`src/rtl/ec2_control_unit_pkg.sv`:
```
// Shared constants for the EC2 accumulator machine: opcodes, FSM state
// encodings, A-mux selects and default widths.
package ec2_pkg;

  localparam int DATA_W_DEF = 8;
  localparam int PC_W_DEF   = 5;

  localparam logic [2:0] OP_LOAD  = 3'b000;
  localparam logic [2:0] OP_STORE = 3'b001;
  localparam logic [2:0] OP_ADD   = 3'b010;
  localparam logic [2:0] OP_SUB   = 3'b011;
  localparam logic [2:0] OP_INPUT = 3'b100;
  localparam logic [2:0] OP_JZ    = 3'b101;
  localparam logic [2:0] OP_JPOS  = 3'b110;
  localparam logic [2:0] OP_HALT  = 3'b111;

  // Execute states sit at 8 + opcode; 4..7 are unused.
  typedef enum logic [3:0] {
    S_START  = 4'd0,
    S_FETCH  = 4'd1,
    S_DECODE = 4'd2,
    S_IN_REL = 4'd3,
    S_LOAD   = 4'd8,
    S_STORE  = 4'd9,
    S_ADD    = 4'd10,
    S_SUB    = 4'd11,
    S_INPUT  = 4'd12,
    S_JZ     = 4'd13,
    S_JPOS   = 4'd14,
    S_HALT   = 4'd15
  } state_t;

  localparam logic [1:0] SEL_ALU = 2'b00;
  localparam logic [1:0] SEL_IN  = 2'b01;
  localparam logic [1:0] SEL_RAM = 2'b10;

endpackage

```
`src/rtl/ec2_control_unit.sv`:
```
// EC2 control unit: owns PC and IR, sequences fetch/decode/execute and
// drives the datapath strobes, keypad handshake and halt indication.
module ec2_control_unit
  import ec2_pkg::*;
#(
  parameter int DATA_W = DATA_W_DEF,
  parameter int PC_W   = PC_W_DEF
) (
  input  logic              Clock,
  input  logic              Reset,
  input  logic              Enter,
  input  logic [DATA_W-1:0] instr_data,
  input  logic              a_zero,
  input  logic              a_pos,
  output logic [PC_W-1:0]   pc,
  output logic [PC_W-1:0]   ram_addr,
  output logic              ram_wr,
  output logic              a_load,
  output logic [1:0]        a_sel,
  output logic              alu_sub,
  output logic              halt,
  output logic [3:0]        state,
  output logic [2:0]        ir_op
);

  state_t              state_q, state_d;
  logic [PC_W-1:0]     pc_q;
  logic [DATA_W-1:0]   ir_q;
  logic [2:0]          op;

  assign op       = ir_q[DATA_W-1 -: 3];
  assign pc       = pc_q;
  assign ram_addr = ir_q[PC_W-1:0];
  assign ir_op    = op;
  assign state    = state_q;

  always_ff @(posedge Clock) begin
    if (Reset) begin
      state_q <= S_START;
      pc_q    <= '0;
      ir_q    <= '0;
    end else begin
      state_q <= state_d;
      case (state_q)
        S_FETCH: begin
          ir_q <= instr_data;
          pc_q <= pc_q + 1'b1;
        end
        S_JZ:    if (a_zero) pc_q <= ir_q[PC_W-1:0];
        S_JPOS:  if (a_pos)  pc_q <= ir_q[PC_W-1:0];
        default: ;
      endcase
    end
  end

  always_comb begin
    state_d = state_q;
    ram_wr  = 1'b0;
    a_load  = 1'b0;
    a_sel   = SEL_ALU;
    alu_sub = 1'b0;
    halt    = 1'b0;
    case (state_q)
      S_START:  state_d = S_FETCH;
      S_FETCH:  state_d = S_DECODE;
      S_DECODE: begin
        case (op)
          OP_LOAD:  state_d = S_LOAD;
          OP_STORE: state_d = S_STORE;
          OP_ADD:   state_d = S_ADD;
          OP_SUB:   state_d = S_SUB;
          OP_INPUT: state_d = S_INPUT;
          OP_JZ:    state_d = S_JZ;
          OP_JPOS:  state_d = S_JPOS;
          default:  state_d = S_HALT;
        endcase
      end
      S_LOAD: begin
        a_sel   = SEL_RAM;
        a_load  = 1'b1;
        state_d = S_FETCH;
      end
      S_STORE: begin
        ram_wr  = 1'b1;
        state_d = S_FETCH;
      end
      S_ADD: begin
        a_load  = 1'b1;
        state_d = S_FETCH;
      end
      S_SUB: begin
        alu_sub = 1'b1;
        a_load  = 1'b1;
        state_d = S_FETCH;
      end
      // One load per press; IN_REL then waits for the key to be released.
      S_INPUT: begin
        if (Enter) begin
          a_sel   = SEL_IN;
          a_load  = 1'b1;
          state_d = S_IN_REL;
        end
      end
      S_IN_REL: if (!Enter) state_d = S_FETCH;
      S_JZ, S_JPOS: state_d = S_FETCH;
      S_HALT:   halt = 1'b1;
      default:  state_d = S_START;
    endcase
    // Keep the datapath quiet during the reset cycle whatever state we were in.
    if (Reset) begin
      ram_wr  = 1'b0;
      a_load  = 1'b0;
      a_sel   = SEL_ALU;
      alu_sub = 1'b0;
      halt    = 1'b0;
    end
  end

endmodule

```
`config.mk`:
```
export PLATFORM = sky130hd
export DESIGN_NAME = ec2_control_unit
export DESIGN_NICKNAME = d
export VERILOG_FILES = /design/src/rtl/ec2_control_unit_pkg.sv /design/src/rtl/ec2_control_unit.sv
export SDC_FILE = /design/constraint.sdc
export NUM_CORES = 1
export LEC_CHECK = 0
export CORE_ASPECT_RATIO = 0.9
export CORE_MARGIN = 4
export CORE_UTILIZATION = 39
export DETAILED_ROUTE_END_ITERATION = 10
export HOLD_SLACK_MARGIN = 0.06
export MAX_ROUTING_LAYER = met4
export PLACE_DENSITY = 0.76
export RECOVER_POWER = 50
export SYNTH_ARGS = -nofsm -noshare
export SYNTH_HDL_FRONTEND = slang
export SYNTH_SLANG_ARGS = --single-unit
export TNS_END_PERCENT = 30
```
`constraint.sdc`:
```
create_clock -name Clock -period 1.5 [get_ports Clock]
set_clock_uncertainty 0.2 [all_clocks]
set_input_delay 0.15 -clock Clock [delete_from_list [all_inputs] [get_ports Clock]]
set_output_delay 0.15 -clock Clock [all_outputs]
set_load 0.02 [all_outputs]
```
==> flow_summary.ini <==
[clock_tree]
cts_tree = yes
clk_pin_slew_worst_paths_ps = 110
clock-sinks = 17
clock_latency_ps = 300
htreeDepth = 1
clock_tree.root_cell = clkbuf_4
numCtsBuffers = 3
cts_buffer_depth = 2

[floorplanning]
rows = 16
dieWidth_um = 60.2
die_area_um2 = 3300
start_util_pct = 42.2
ios = 36
core_um2 = 2260
die_y_um = 54.9

[synth]
synth_cell_types = 33
synth_xor_area_share_pct = 1.70
synthCells = 122
ys.flop_type = dfxtp_1
ys_seq_area_share_pct = 35.6
synth-simple-area-share_pct = 33.3
avgSynthCellArea_um2 = 7.83
yosys-top-cells-area = dfxtp_1 (36%), a21oi_1 (8.9%), nand2_1 (8.7%)
synth_seq_cells = 17
syn_nets = 136
synth-edff-count = 0
ys.warnings.count = 0
synthAdderAreaFrac_pct = 1.31
synthesis.area_um2 = 955
synth_top_family_by_area = simple AND/OR/NAND/NOR gates
muxShareOfSynthArea_pct = 1.05
ys_async_sr_fraction_pct = 0
yosys.area.top_type = dfxtp_1
netlist.area_leader.share_pct = 35.6
synth_compound_area_share_pct = 22.5

[drt]
drt-total-wl_um = 3290
drc = 0
dr.first_iter.drc_count = 24
via_per_inst = 5.59
num_vias = 1169
firstDrtPassIters = 4
avgRoutedWirePerCell_um = 15.7
drtAntennaViolNets = 0

[place]
place_ws_ps = -540
io_buffers = 35
gp_congestion = 0.754
place_hpwl_um = 2270
dpl.cell_count = 202

[pwr]
intPower_mw = 0.939
vdd_drop_max_uv = 618
power_mw = 1.51
p_leak_nw = 0.762
clock_power_share_pct = 16.9
switching_share_pct = 37.8
pwr-share-comb_pct = 46.5
p_switching_mw = 0.571
power_density_nw_per_um2 = 859
seqPwrFrac_pct = 36.6

[sta]
finalCriticalPeriod_ps = 1610
min_period_over_period_pct = 107
relSlewSlack_pct = 82.5
rsz0062_at_grt = true
worstMarginPinSlew_ps = 261
setup_ws_ps = -107
finalSetupViolCount = 20
finalHoldViolCount = 0
max_freq_ghz = 0.622
setup_tns_ps = -992
slew_viol_final = 0

[worst_setup_path]
r2r_slack_ps = -90
crit_path_end_kind = output port
crit_type = reg -> out
slowest_stage = dfxtp_4
cp_cell_sequence = buf_4 > nor4_2 > buf_2
cp_max_fo = 7
max_stage_delay_ps = 390
cp.required_ps = 1150
critPathBufInv = 2
worstPathArrival_ps = 1260
critPathLaunchType = flop
path_delay_family = flip-flops

[worst_hold_path]
hp-class = in -> reg

[finish]
nets = 197
n_antenna_cell = 0
areaGrowthSynthToFinish_pct = 84.0
layoutNonFillerInstCount = 209
drive_above_1_share_pct = 49.5

[run_status]
status = finished with violations
violations = setup timing

[flow_run]
drv_cap = 0

[grt]
grt_usage_pct = 21.2
grt_pass1_vias = 1170
grt_pass1_wl_um = 5150
grt_max_degree = 16
grt_overflow = 0
antenna_found_initial = 0
[layout make-up]
type                            count  area [um^2]
Multi-Input combinational cell     95          787
Clock buffer                        4         26.3
Fill cell                         157          505
Sequential cell                    17          353
Timing Repair Buffer               64          549
Inverter                            2         7.51
Tap cell                           27         33.8
[flip-flops by register name, summed over array words and instances, names as in the netlist]
signal / count
ir_q: 8
state: 4
pc: 5
[routing by layer]
layer	track usage, %	share of wire, %	wire length, um	vias to the layer above
met1	24.9	41	1350	568
met2	36.0	53	1730	34
met3	4.64	4.1	134	10
met4	7.75	2.1	70	0
met5	-	0	0	-
li1	-	-	-	557
[power groups by stage]
| stage | registers, mW | clock network [mW] | logic [mW] |
|---|---|---|---|
| 6_report | 0.553 | 0.255 | 0.702 |
| 5_1_grt | 0.561 | 0.277 | 0.753 |
| 4_1_cts | 0.550 | 0.260 | 0.632 |
| 3_5_place_dp | 0.562 | 0 | 0.616 |
| 3_3_place_gp | 0.561 | 0 | 0.596 |
| 2_1_floorplan | 0.621 | 0 | 0.275 |
[synth_stat cells (all sizes together) (3+ instances only)]
library cell,count
a211oi,5
a21oi,17
and2,3
and3,3
clkbuf,6
dfxtp,17
nand2,22
nand2b,7
nor2,6
nor3,5
o32ai,3
[metrics by stage]
step | hold WS, ps | utilization, % | instance area [um^2]
2_1_floorplan | 86.0 | - | 1060
3_3_place_gp | 263 | 70.3 | 1590
3_5_place_dp | 265 | 70.3 | 1590
4_1_cts | 190 | 73.7 | 1670
5_1_grt | 185 | 77.7 | 1760
6_report | 198 | 77.7 | 1760
[worst register-to-register path, delay by kind of cell, from the launching register on]
family / cells / cell delay [ps]
simple gates: 2 / 380
flops: 1 / 360
compound gates: 2 / 310
buf+inv: 2 / 240
[cell usage in the layout (no fill, tap or decap), types with 2 or more instances in the layout]
master and count:
buf_4 29, nand2_1 19, dlygate4sd2_1 14, dfxtp_1 13, a21oi_2 11, clkdlybuf4s50_1 11, a21oi_1 6, buf_6 6
a211oi_2 5, nor2_1 5, nand2b_1 4, nand2_2 3, and2_4 3, o32ai_2 3, clkbuf_4 3, dfxtp_4 3
nor2b_2 2, nand2b_4 2, nor3_2 2, and3_1 2, nand3_1 2, a22oi_1 2, inv_1 2, a221oi_2 2
nor3_1 2, a21o_1 2, buf_2 2
[kinds of logic (layout without fill, tap and decap cells)]
| group | count (synthesis) | after routing |
|---|---|---|
| XOR/XNOR | 1 | 1 |
| multiplexers | 1 | 1 |
| AO/OA/AOI/OAI | 34 | 34 |
| AND/OR/NAND/NOR | 58 | 58 |
| buffers and inverters | 10 | 70 |
| flip-flops | 17 | 17 |
| adder cells (fa/ha/maj) | 1 | 1 |
[final timing paths]
path	from	endpoint	depth (start not counted)
min reg2reg	ir_q[7]$_SDFFE_PP0P_	ir_q[7]$_SDFFE_PP0P_	2
max	state[0]$_SDFFE_PP0P_	a_sel[1]	3
max reg2reg	state[3]$_SDFFE_PP0P_	pc[4]$_SDFFE_PP0P_	6
min	instr_data[5]	ir_q[5]$_SDFFE_PP0P_	3
[timing repair]
action	4_1_cts	5_1_grt
endpoints found under the hold margin	0	0
setup endpoints to repair	39	25
pin swaps	7	3
cloned	0	0
hold buffers	0	0
buffers inserted	1	2
gates resized for setup	75	21
No activity file was read; power rests on OpenSTA's default activity.
